## src/rtl/adder_result_pipe.sv

```systemverilog
// adder_result_pipe: registered output stage behind the ripple-carry adder.
// Captures {carry, sum} into a two-entry skid buffer with a valid/ready
// handshake and counts delivered results that carried out (saturating).
module adder_result_pipe #(
  parameter int N  = 4,
  parameter int CW = 8
) (
  input  logic          clk,
  input  logic          rst_n,
  input  logic          in_valid,
  output logic          in_ready,
  input  logic [N-1:0]  sum,
  input  logic          carry,
  output logic          out_valid,
  input  logic          out_ready,
  output logic [N:0]    out_data,
  output logic [CW-1:0] carry_cnt,
  input  logic          cnt_clr
);

  typedef enum logic [1:0] {
    ST_EMPTY = 2'd0,
    ST_ONE   = 2'd1,
    ST_FULL  = 2'd2
  } state_t;

  // Counter increment that sticks at all-ones instead of wrapping.
  function automatic logic [CW-1:0] sat_inc(input logic [CW-1:0] v);
    if (&v) begin
      return v;
    end
    return v + 1'b1;
  endfunction

  state_t          state_q, state_d;
  logic            out_valid_q, out_valid_d;
  logic            in_ready_q, in_ready_d;
  logic [N:0]      main_q, main_d;
  logic [N:0]      skid_q, skid_d;
  logic [CW-1:0]   cnt_q, cnt_d;

  logic            accept;
  logic            deliver;
  logic [N:0]      new_res;

  assign accept   = in_valid & in_ready_q;
  assign deliver  = out_valid_q & out_ready;
  assign new_res  = {carry, sum};

  // Buffer occupancy transitions and data steering for main/skid.
  always_comb begin
    state_d = state_q;
    main_d  = main_q;
    skid_d  = skid_q;
    unique case (state_q)
      ST_EMPTY: begin
        if (accept) begin
          main_d  = new_res;
          state_d = ST_ONE;
        end
      end
      ST_ONE: begin
        if (accept && deliver) begin
          main_d = new_res;
        end else if (accept) begin
          skid_d  = new_res;
          state_d = ST_FULL;
        end else if (deliver) begin
          state_d = ST_EMPTY;
        end
      end
      ST_FULL: begin
        // in_ready is low here, so only the deliver side can move.
        if (deliver) begin
          main_d  = skid_q;
          state_d = ST_ONE;
        end
      end
      default: begin
        state_d = ST_EMPTY;
      end
    endcase
  end

  // Handshake flags are decoded from the next state so both come out of flops.
  always_comb begin
    out_valid_d = (state_d != ST_EMPTY);
    in_ready_d  = (state_d != ST_FULL);
  end

  // Carry-event counter: clear wins over a same-cycle increment.
  always_comb begin
    cnt_d = cnt_q;
    if (cnt_clr) begin
      cnt_d = '0;
    end else if (deliver && main_q[N]) begin
      cnt_d = sat_inc(cnt_q);
    end
  end

  // Control state, handshake flags, counter and the visible main register.
  always_ff @(posedge clk or negedge rst_n) begin
    if (!rst_n) begin
      state_q     <= ST_EMPTY;
      out_valid_q <= 1'b0;
      in_ready_q  <= 1'b1;
      main_q      <= '0;
      cnt_q       <= '0;
    end else begin
      state_q     <= state_d;
      out_valid_q <= out_valid_d;
      in_ready_q  <= in_ready_d;
      main_q      <= main_d;
      cnt_q       <= cnt_d;
    end
  end

  // Skid data is only observed after it is written, so it needs no reset.
  always_ff @(posedge clk) begin
    skid_q <= skid_d;
  end

  assign in_ready  = in_ready_q;
  assign out_valid = out_valid_q;
  assign out_data  = main_q;
  assign carry_cnt = cnt_q;

endmodule

```

## config.mk

```make
export PLATFORM = sky130hd
export DESIGN_NAME = adder_result_pipe
export DESIGN_NICKNAME = d
export VERILOG_FILES = /design/src/rtl/adder_result_pipe.sv
export SDC_FILE = /design/constraint.sdc
export NUM_CORES = 1
export LEC_CHECK = 0
export BUFFER_PORTS_ARGS = -buffer_cell sky130_fd_sc_hd__buf_2
export CORE_UTILIZATION = 46
export CTS_CLUSTER_DIAMETER = 100
export DETAILED_ROUTE_END_ITERATION = 8
export PLACE_DENSITY = 0.78
export SYNTH_ARGS = -nofsm -noshare
export SYNTH_HDL_FRONTEND = slang
export SYNTH_SLANG_ARGS = --single-unit
```

## constraint.sdc

```tcl
create_clock -name clk -period 1.36 [get_ports clk]
set_input_delay 0.204 -clock clk [delete_from_list [all_inputs] [get_ports clk]]
set_output_delay 0.204 -clock clk [all_outputs]
set_load 0.01 [all_outputs]
```

# Word-level counts from Yosys, hierarchy flattened
# Index checks and enable logic that the tools add are counted.
[totals]
regBits = 22
output_inout_bits = 15
input_bits = 10
wordCells = 43
[op_classes]
n_bitwise = 3
n_reduce_logical = 10
n_mux = 16
n_eq_ne = 7
n_addsub = 1
[op_table]
columns = ["cell", "n"]
rows = [
  ["$mux 8", 3],
  ["$mux 5", 3],
  ["$pmux 5 s3", 1],
  ["$mux 2", 5],
  ["$add 8x1->8 const B", 1],
  ["$ne 2x2->1 const B", 4],
  ["$reduce_and 8->1", 1],
  ["$pmux 2 s3", 1],
  ["$reduce_and 4->1", 1],
  ["$reduce_bool 2->1", 2],
  ["$mux 1", 3],
  ["$ne 3x3->1 const B", 1],
  ["$reduce_and 3->1", 1],
  ["$reduce_bool 3->1", 1],
  ["$and 1x1->1", 2],
  ["$eq 2x1->1 const B", 1],
  ["$eq 2x2->1 const B", 1],
  ["$logic_and 1x1->1", 2],
  ["$logic_not 2->1", 1],
  ["$reduce_and 2->1", 1],
  ["$not 1->1", 1],
]

# Logic depth before layout (Yosys ltp)
# Gate-level depths: netlist of run 1.
[logic_depth]
depth_word = 7
ltp_mapped = 5
ltp_nobuf = 5

# Least setup slack after synthesis of run 1
# Ideal clock, no wire load.
[synth_path]
kind = "register to register"
startpoint = "register cnt_q[0] (netlist: carry_cnt[0])"
endpoint = "register cnt_q[1] (netlist: carry_cnt[1])"
path_stages_with_launch = 6
required_time_ps = 1232
path_buffers = 0
setup_slack_ps = -125
period_less_slack_ps = 1485
setup_time_ps = 128
arrival_time_ps = 1357
path_cell_list = "dfrtp_1 ha_1 nand3_1 o21ai_0 mux2i_1 nor2_1"
[synth_via]
elab_chain_cells = 6
elab_cells_between_ends = 10
classes_between = "1 x add/sub; 1 x eq/ne; 6 x mux; 2 x reduce/logical"
[synth_lines]
columns = ["item", "line_no", "text"]
rows = [
  ["from (decl)", "40", "logic [CW-1:0] cnt_q, cnt_d;"],
  ["from (signal assigned)", "114", "cnt_q <= cnt_d;"],
  ["parallel branches: the longest is 6 deep, another holds $add 8x1->8", "n/a", ""],
]
# Several ways; the timed one is not identified. The select of a mux whose other input is x is not followed.
# A chain may end at the register's enable or synchronous reset.

# Worst setup path in the final report of run 1
[layout_path]
startpoint = "register in_ready_q (netlist: in_ready)"
endpoint = "register main_q[1] (netlist: out_data[1])"
[layout_via]
elab_chain_cells = 4
elab_cells_between_ends = 5
classes_between = "2 x eq/ne; 1 x bitwise; 2 x reduce/logical"
[layout_lines]
columns = ["item", "line_no", "text"]
rows = [
  ["from (decl)", "37", "logic in_ready_q, in_ready_d;"],
  ["from (signal assigned)", "112", "in_ready_q <= in_ready_d;"],
  ["$and 1x1->1 (*)", "46", "assign accept = in_valid & in_ready_q;"],
  ["$logic_and 1x1->1", "63", "if (accept && deliver) begin"],
  ["$ne 2x2->1 (no line)", "n/a", ""],
  ["$reduce_and 4->1 (no line) (*)", "n/a", ""],
  ["to (signal assigned)", "113", "main_q <= main_d;"],
  ["to (decl)", "38", "logic [N:0] main_q, main_d;"],
]
# Mark *: on every way between the ends. The rest lies on a longest branch, timed or not.

==> impl_metrics.prom, run 1 <==
# TYPE chip_impl_metric gauge
chip_impl_info{name="run_status",value="complete, but fails checks"} 1
chip_impl_info{name="failed_checks",value="negative setup slack"} 1
chip_impl_metric{name="dp.final_hpwl",unit="um"} 1590
chip_impl_metric{name="die_outline_area",unit="um^2"} 2450
chip_impl_metric{name="drive_gt1_share",unit="%"} 51.9
chip_impl_info{name="gr-max-usage-layer",value="met2"} 1
chip_impl_metric{name="max_cap_violation_count",unit=""} 0
chip_impl_metric{name="timing.setup.tns",unit="ns"} -0.0373
chip_impl_metric{name="synthesis.nets",unit=""} 98
chip_impl_metric{name="syn_to_final_growth",unit="%"} 38.6
chip_impl_metric{name="drtIter0Drc",unit=""} 10
chip_impl_metric{name="finalPower",unit="W"} 0.00234
chip_impl_info{name="worst_hold_path_type",value="input port to flip-flop"} 1
chip_impl_metric{name="synth_sequential_area_ratio",unit="%"} 55.5
chip_impl_metric{name="num_rows",unit=""} 16
chip_impl_metric{name="num_antenna_cells",unit=""} 0
chip_impl_metric{name="fmaxAchievable",unit="MHz"} 727
chip_impl_metric{name="totalWireLength",unit="um"} 2210
chip_impl_metric{name="finalCritPeriodShare",unit="%"} 101
chip_impl_metric{name="n_fill_cell",unit=""} 167
chip_impl_info{name="cts_root_buf",value="sky130_fd_sc_hd__clkbuf_4"} 1
chip_impl_metric{name="detailroute.via_count",unit=""} 831
chip_impl_metric{name="placed_area",unit="um^2"} 1270
chip_impl_metric{name="clock_sinks",unit=""} 22
chip_impl_metric{name="synth_seq_cells",unit=""} 22
chip_impl_metric{name="syn-mean-instance-area",unit="um^2"} 12.0
chip_impl_metric{name="route.detailed.drc",unit=""} 0
chip_impl_metric{name="fin_worst_skew",unit="ns"} 0.00739
chip_impl_metric{name="post-route-util",unit="%"} 70.6
chip_impl_metric{name="syn-instance-count",unit=""} 87
chip_impl_metric{name="grt_max_degree",unit=""} 18
chip_impl_metric{name="number_of_warnings_issued_by_yosys",unit=""} 0
chip_impl_info{name="worst-setup-path-type",value="flip-flop to flip-flop"} 1
chip_impl_metric{name="final_cell_area",unit="um^2"} 1440
chip_impl_metric{name="ant_nets",unit=""} 0
chip_impl_metric{name="worst_setup_hold_path_clk_slew",unit="ns"} 0.13
chip_impl_metric{name="drt-vias-per-instance",unit=""} 5.33
chip_impl_metric{name="worst-path-max-fanout",unit=""} 5
chip_impl_info{name="rsz0062_at_grt",value="yes"} 1
chip_impl_metric{name="timing.critical_path.required",unit="ns"} 1.56
chip_impl_metric{name="power_density",unit="nW/um^2"} 1630
chip_impl_metric{name="detail_route.wl_per_cell",unit="um"} 14.2
chip_impl_metric{name="clock_tree.htree_level_count",unit=""} 1
chip_impl_info{name="endpoint_kind",value="flip-flop"} 1
chip_impl_metric{name="vdd_drop_max",unit="V"} 0.000706
chip_impl_metric{name="period_needed",unit="ns"} 1.38
chip_impl_metric{name="critical-path-max-stage-delay",unit="ns"} 0.57
chip_impl_metric{name="setup_slack_after_layout",unit="ns"} -0.0161
chip_impl_metric{name="grt_first_pass_wirelength",unit="um"} 3910
chip_impl_metric{name="start_util",unit="%"} 50.9
chip_impl_metric{name="finalHoldViolations",unit=""} 0
chip_impl_metric{name="layout.nets",unit=""} 141
chip_impl_metric{name="io_buffer_count",unit=""} 24
chip_impl_info{name="cp-start-kind",value="flip-flop"} 1
chip_impl_metric{name="grt.overflow.total",unit=""} 0
chip_impl_metric{name="core_region_area",unit="um^2"} 2040
chip_impl_metric{name="met2_usage",unit="%"} 36.3
chip_impl_metric{name="final_max_tran_viols",unit=""} 0
chip_impl_metric{name="clock_latency_late_sink",unit="ns"} 0.30
chip_impl_metric{name="finalWeightedCongestion",unit=""} 0.848
chip_impl_metric{name="netlist-cell-type-count",unit=""} 28
chip_impl_metric{name="met3_usage",unit="%"} 2.78
chip_impl_metric{name="cellLeakagePower",unit="nW"} 0.649
chip_impl_metric{name="cts_max_path_buffers",unit=""} 2
chip_impl_metric{name="worst_ep_arrival_time",unit="ns"} 1.58
chip_impl_metric{name="num_io_pins",unit=""} 25
chip_impl_metric{name="cts-buffers-inserted",unit=""} 3
chip_impl_metric{name="synthesis.area",unit="um^2"} 1040
chip_impl_metric{name="first_global_vias",unit=""} 877
chip_impl_info{name="timing.critical_path.cells",value="nand2_4 > o21ai_4 > a31oi_4 > mux2_4"} 1
chip_impl_metric{name="first_pass_detailed_route_iteration_total",unit=""} 4
chip_impl_info{name="tritoncts_clock_tree",value="yes"} 1
chip_impl_metric{name="max-slew-margin-rel",unit="%"} 74.3
chip_impl_metric{name="groute.usage.overall",unit="%"} 20.7
chip_impl_metric{name="die-width",unit="um"} 49.5
chip_impl_info{name="slowest_cell_on_the_critical_path",value="sky130_fd_sc_hd__dfstp_2"} 1
chip_impl_metric{name="groute.layer.met1.usage",unit="%"} 27.0
chip_impl_metric{name="die_height",unit="um"} 49.5
chip_impl_metric{name="antenna_found_initial",unit=""} 0
chip_impl_metric{name="setup_viol_count_final",unit=""} 4
chip_impl_metric{name="worst_slew_pin_tran",unit="ns"} 0.385
-- metal layers --
metal	share of wire [%]	up-vias	routed length (um)
met5	0	-	0
met4	0.54	0	12
met3	3.2	2	71
met2	51	22	1140
met1	45	403	989
li1	-	404	-
-- power by group --
| group | leakage (nW) | internal [W] | switching, W |
|---|---|---|---|
| sequential | 0.262 | 0.000851 | 0.000119 |
| clock | 0.0279 | 0.000297 | 0.000194 |
| combinational | 0.358 | 0.000467 | 0.000416 |
-- cell families (layout without fill, tap and decap cells) --
kind of cell | Yosys count | in the layout | share of synthesized area, %
and+or+nand+nor | 30 | 30 | 13.8
DFF | 22 | 22 | 55.5
AOI/OAI and AO/OA | 15 | 15 | 11.6
muxes | 12 | 12 | 12.8
xor gates and xnor gates | 4 | 4 | 3.37
buffers and inverters | 3 | 45 | 1.80
adders and majority gates | 1 | 1 | 1.20
-- timing repair --
action                                  in CTS  in global routing
pin swaps                                    2                  5
buffers inserted                             3                  1
hold buffers                                 1                  0
endpoints found under the hold margin       16                  0
endpoints found under the setup margin      11                 18
gates resized for setup                      8                  8
-- area by class of cell --
class / count / area, um^2 / share of cell area (%)
Tap cell: 27 / 33.8 / 2.34
Clock buffer: 3 / 22.5 / 1.56
Clock inverter: 1 / 30.0 / 2.08
Timing Repair Buffer: 40 / 250 / 17.4
Multi-Input combinational cell: 62 / 523 / 36.3
Inverter: 1 / 3.75 / 0.260
Sequential cell: 22 / 578 / 40.1
-- sequential cells by signal (all words and copies together), names as in the netlist --
name and cells:
in_ready 1, carry_cnt 8, out_valid 1, state_q 2
skid_q 5, out_data 5
-- worst max-delay path, delay by kind of cell, from the launching register on --
kind,cells,cell delay [ns]
compound gates,2,0.32
simple gates,1,0.07
mux,1,0.33
flops,1,0.57
-- synth_stat cells --
library cell               number  area [um^2]
sky130_fd_sc_hd__a211oi_1       1         7.51
sky130_fd_sc_hd__and3_1         3         18.8
sky130_fd_sc_hd__nor2b_1        1         6.26
sky130_fd_sc_hd__nand3_1        6         30.0
sky130_fd_sc_hd__mux2i_1        2         20.0
sky130_fd_sc_hd__dfstp_2        1         26.3
sky130_fd_sc_hd__mux2_2        10          113
sky130_fd_sc_hd__nand4_1        1         6.26
sky130_fd_sc_hd__dfrtp_1       16          400
sky130_fd_sc_hd__edfxtp_1       5          150
sky130_fd_sc_hd__o211ai_1       3         22.5
sky130_fd_sc_hd__a21boi_0       2         15.0
sky130_fd_sc_hd__nor3_1         4         20.0
sky130_fd_sc_hd__o21ai_0        3         15.0
sky130_fd_sc_hd__xor2_1         4         35.0
sky130_fd_sc_hd__a22o_1         1         8.76
sky130_fd_sc_hd__o21ai_2        1         8.76
sky130_fd_sc_hd__ha_1           1         12.5
sky130_fd_sc_hd__nand2_1        5         18.8
sky130_fd_sc_hd__nand2b_1       1         6.26
sky130_fd_sc_hd__a31oi_4        1         21.3
sky130_fd_sc_hd__and3_2         1         7.51
sky130_fd_sc_hd__inv_1          1         3.75
sky130_fd_sc_hd__buf_6          1         11.3
sky130_fd_sc_hd__nor2_1         8         30.0
sky130_fd_sc_hd__buf_1          1         3.75
sky130_fd_sc_hd__o21a_1         2         15.0
sky130_fd_sc_hd__a31oi_1        1         6.26
-- cell usage in the layout (no fill, tap or decap), types with 3 or more instances in the layout --
cell type / n
sky130_fd_sc_hd__buf_2: 24
sky130_fd_sc_hd__buf_4: 13
sky130_fd_sc_hd__o211ai_1: 3
sky130_fd_sc_hd__nand2_1: 4
sky130_fd_sc_hd__nor2_1: 8
sky130_fd_sc_hd__clkbuf_4: 3
sky130_fd_sc_hd__dfrtp_1: 15
sky130_fd_sc_hd__edfxtp_1: 5
sky130_fd_sc_hd__xor2_1: 4
sky130_fd_sc_hd__nand3_1: 5
sky130_fd_sc_hd__and3_1: 3
sky130_fd_sc_hd__mux2_2: 9
sky130_fd_sc_hd__nor3_2: 4
-- final timing paths --
| path | from | endpoint | slack [ns] | depth (start not counted) |
|---|---|---|---|---|
| worst max register to register | in_ready | out_data[1] | -0.02 | 4 |
| worst max-delay path | in_ready | out_data[1] | -0.02 | 4 |
| worst min register to register | out_data[2] | out_data[2] | 0.53 | 1 |
| min in group asynchronous | rst_n | out_data[2] | 0.34 | 2 |
| max in group asynchronous | rst_n | in_ready | 0.70 | 2 |
| worst min-delay path | sum[3] | skid_q[3] | 0.09 | 1 |
-- per-stage QoR --
stage	hold WS, ns	setup slack (ns)	instances
6_report	0.0899	-0.0161	156
5_1_grt	0.0732	-0.0546	156
4_1_cts	0.0810	-0.0419	155
3_5_place_dp	0.146	-0.0657	147
3_3_place_gp	0.144	-0.0248	147
2_1_floorplan	-0.0916	-0.0281	87
(Power assumes the default switching activity.)
==> run 2, diff against run 1 <==
- SETUP_SLACK_MARGIN: default -> 0.2
==> run 2 against run 1 <==
  * The flow still finishes with violations (negative setup slack)
  * Non-clock buffer count up 7
  * Register-to-register slack about the same
  * Combinational power up 13%
  * Utilization up 9.9 points
  * Count of clock-buffer cells in the layout unchanged
  * Clock skew up 0.0070 ns
  * Maximum frequency up 0.52%
  * Global-route usage up 1.4 points
  * Sequential share of layout area down 4.6 points
  * Clock power about the same
  * Critical path depth unchanged
  * Cell area up 14%
  * Critical endpoint is now out_data[2]
  * Largest power group unchanged
==> impl_metrics.prom, run 2 (synthesis gave the netlist of run 1 again) <==
# TYPE chip_impl_metric gauge
chip_impl_info{name="run_status",value="complete, but fails checks"} 1
chip_impl_info{name="failed_checks",value="negative setup slack"} 1
chip_impl_metric{name="core_region_area",unit="um^2"} 2040
chip_impl_metric{name="sequentialPowerShare",unit="%"} 40.3
chip_impl_info{name="endpoint_kind",value="flip-flop"} 1
chip_impl_metric{name="critical-path-max-stage-delay",unit="ns"} 0.58
chip_impl_metric{name="power_density",unit="nW/um^2"} 1520
chip_impl_metric{name="clock_latency_late_sink",unit="ns"} 0.31
chip_impl_metric{name="grt_first_pass_wirelength",unit="um"} 4150
chip_impl_metric{name="period_needed",unit="ns"} 1.37
chip_impl_metric{name="totalWireLength",unit="um"} 2620
chip_impl_metric{name="finalCritPeriodShare",unit="%"} 101
chip_impl_info{name="cts_root_buf",value="sky130_fd_sc_hd__clkbuf_4"} 1
chip_impl_metric{name="cellLeakagePower",unit="nW"} 0.745
chip_impl_metric{name="timing.critical_path.required",unit="ns"} 1.55
chip_impl_metric{name="met3_usage",unit="%"} 2.47
chip_impl_metric{name="sw_pwr",unit="W"} 0.000794
chip_impl_metric{name="max-slew-margin-rel",unit="%"} 74.7
chip_impl_metric{name="layout.nets",unit=""} 148
chip_impl_info{name="slowest_cell_on_the_critical_path",value="sky130_fd_sc_hd__dfstp_2"} 1
chip_impl_metric{name="num_rows",unit=""} 16
chip_impl_metric{name="syn_to_final_growth",unit="%"} 58.1
chip_impl_metric{name="dp.final_hpwl",unit="um"} 1630
chip_impl_metric{name="worst_ep_arrival_time",unit="ns"} 1.56
chip_impl_metric{name="combinationalPowerShare",unit="%"} 39.9
chip_impl_metric{name="setup_viol_count_final",unit=""} 1
chip_impl_info{name="gr-max-usage-layer",value="met2"} 1
chip_impl_metric{name="groute.layer.met1.usage",unit="%"} 28.7
chip_impl_info{name="cp-start-kind",value="flip-flop"} 1
chip_impl_metric{name="finalWeightedCongestion",unit=""} 0.760
chip_impl_metric{name="drtIter0Drc",unit=""} 16
chip_impl_metric{name="pre_cts_worst_setup_slack",unit="ns"} -0.0391
chip_impl_metric{name="final_cell_area",unit="um^2"} 1640
chip_impl_metric{name="worst_setup_hold_path_clk_slew",unit="ns"} 0.13
chip_impl_metric{name="antenna_found_initial",unit=""} 0
chip_impl_info{name="worst_hold_path_type",value="input port to flip-flop"} 1
chip_impl_metric{name="finalHoldViolations",unit=""} 0
chip_impl_metric{name="drt-vias-per-instance",unit=""} 5.47
chip_impl_metric{name="route.detailed.drc",unit=""} 0
chip_impl_info{name="worst-setup-path-type",value="flip-flop to flip-flop"} 1
chip_impl_metric{name="worst_hold_slack",unit="ns"} 0.0784
chip_impl_metric{name="fin_worst_skew",unit="ns"} 0.0144
chip_impl_metric{name="die-width",unit="um"} 49.5
chip_impl_metric{name="vdd_drop_max",unit="V"} 0.00136
chip_impl_metric{name="setup_slack_after_layout",unit="ns"} -0.00900
chip_impl_metric{name="detail_route.wl_per_cell",unit="um"} 16.1
chip_impl_metric{name="first_global_vias",unit=""} 869
chip_impl_metric{name="largest_register_ff_count",unit=""} 8
chip_impl_metric{name="max_cap_violation_count",unit=""} 0
chip_impl_metric{name="groute.usage.overall",unit="%"} 22.1
chip_impl_metric{name="drive_gt1_share",unit="%"} 61.0
chip_impl_metric{name="die_height",unit="um"} 49.5
chip_impl_metric{name="finalPower",unit="W"} 0.00250
chip_impl_metric{name="grt_max_degree",unit=""} 18
chip_impl_metric{name="first_pass_detailed_route_iteration_total",unit=""} 4
chip_impl_metric{name="grt.overflow.total",unit=""} 0
chip_impl_metric{name="worst-path-max-fanout",unit=""} 5
chip_impl_metric{name="cts_max_path_buffers",unit=""} 2
chip_impl_metric{name="cts-buffers-inserted",unit=""} 3
chip_impl_metric{name="final_max_tran_viols",unit=""} 0
chip_impl_metric{name="met2_usage",unit="%"} 38.7
chip_impl_metric{name="start_util",unit="%"} 50.9
chip_impl_info{name="timing.critical_path.cells",value="nand2_4 > o21ai_4 > a31oi_4 > mux2_4"} 1
chip_impl_metric{name="p_int",unit="W"} 0.00171
chip_impl_info{name="tritoncts_clock_tree",value="yes"} 1
chip_impl_metric{name="worst_slew_pin_tran",unit="ns"} 0.380
chip_impl_metric{name="ant_nets",unit=""} 0
chip_impl_metric{name="io_buffer_count",unit=""} 24
chip_impl_metric{name="die_outline_area",unit="um^2"} 2450
chip_impl_metric{name="clock_tree.htree_level_count",unit=""} 1
chip_impl_info{name="layout_common_cells",value="sky130_fd_sc_hd__buf_6 (18), sky130_fd_sc_hd__buf_2 (16), sky130_fd_sc_hd__buf_4 (12)"} 1
chip_impl_metric{name="placed_area",unit="um^2"} 1290
chip_impl_metric{name="clock_sinks",unit=""} 22
chip_impl_metric{name="detailroute.via_count",unit=""} 891
chip_impl_metric{name="num_io_pins",unit=""} 25
chip_impl_metric{name="p_sw_share",unit="%"} 31.8
chip_impl_metric{name="fmaxAchievable",unit="MHz"} 730
chip_impl_metric{name="pwr-share-clk",unit="%"} 19.8
chip_impl_info{name="final_common_cell",value="sky130_fd_sc_hd__buf_6"} 1
chip_impl_info{name="rsz0062_at_grt",value="yes"} 1
chip_impl_metric{name="num_antenna_cells",unit=""} 0
==> run 2: cell count changes in the layout (fill, tap and decap cells not counted), sizes merged <==
cell,previous run,this run
buf,39,46
==> run 2: final cells by class <==
cell class              instances  area (um^2)
well taps                      27         33.8
clock buffers                   3         22.5
multi-input cells              62          587
flip-flops and latches         22          584
inverters                       1         3.75
fillers                       143          398
clock inverters                 1         30.0
repair buffers                 47          383
==> run 2: power by group through the flow <==
stage	Clock (W)	Sequential [W]	Combinational, W
2_1_floorplan	0	0.00105	0.000400
3_3_place_gp	0	0.000983	0.000713
3_5_place_dp	0	0.000994	0.000739
4_1_cts	0.000502	0.000983	0.000899
5_1_grt	0.000527	0.00103	0.00109
6_report	0.000494	0.00101	0.000997
==> run 2: final timing paths <==
path                              from      endpoint  slack (ns)  cells after the start
setup / recovery              in_ready   out_data[2]      -0.009                      4
hold / removal                  sum[1]     skid_q[1]        0.08                      1
setup reg to reg              in_ready   out_data[2]      -0.009                      4
hold reg to reg            out_data[1]   out_data[1]        0.52                      1
max in group asynchronous        rst_n      in_ready        0.71                      2
min in group asynchronous        rst_n  carry_cnt[4]        0.33                      2
==> run 2: repair_timing <==
action,in CTS,in global routing
hold buffers,1,0
setup endpoints to repair,24,32
pin swaps,9,8
resized for setup,25,15
endpoints found under the hold margin,16,0
setup buffers,8,5
==> run 2: layer usage <==
metal,vias up,wire length [um]
met3,2,100
met2,25,1380
met5,-,0
met4,0,13
li1,420,-
met1,444,1130
==> run 2: worst max-delay path, delay by kind of cell (launching register included) <==
family           cells  cell delay [ns]
multiplexers         1             0.32
AND/OR/NAND/NOR      1             0.07
AO/OA/AOI/OAI        2             0.31
flip-flops           1             0.58
==> run 2: per-stage QoR <==
stage / setup TNS, ns / utilization, % / instances
5_1_grt: -0.287 / 80.5 / 163
4_1_cts: -0.119 / 75.2 / 158
3_5_place_dp: -0.175 / 63.4 / 145
6_report: -0.00900 / 80.5 / 163
3_3_place_gp: -0.0198 / 63.4 / 145
2_1_floorplan: -0.140 / - / 87
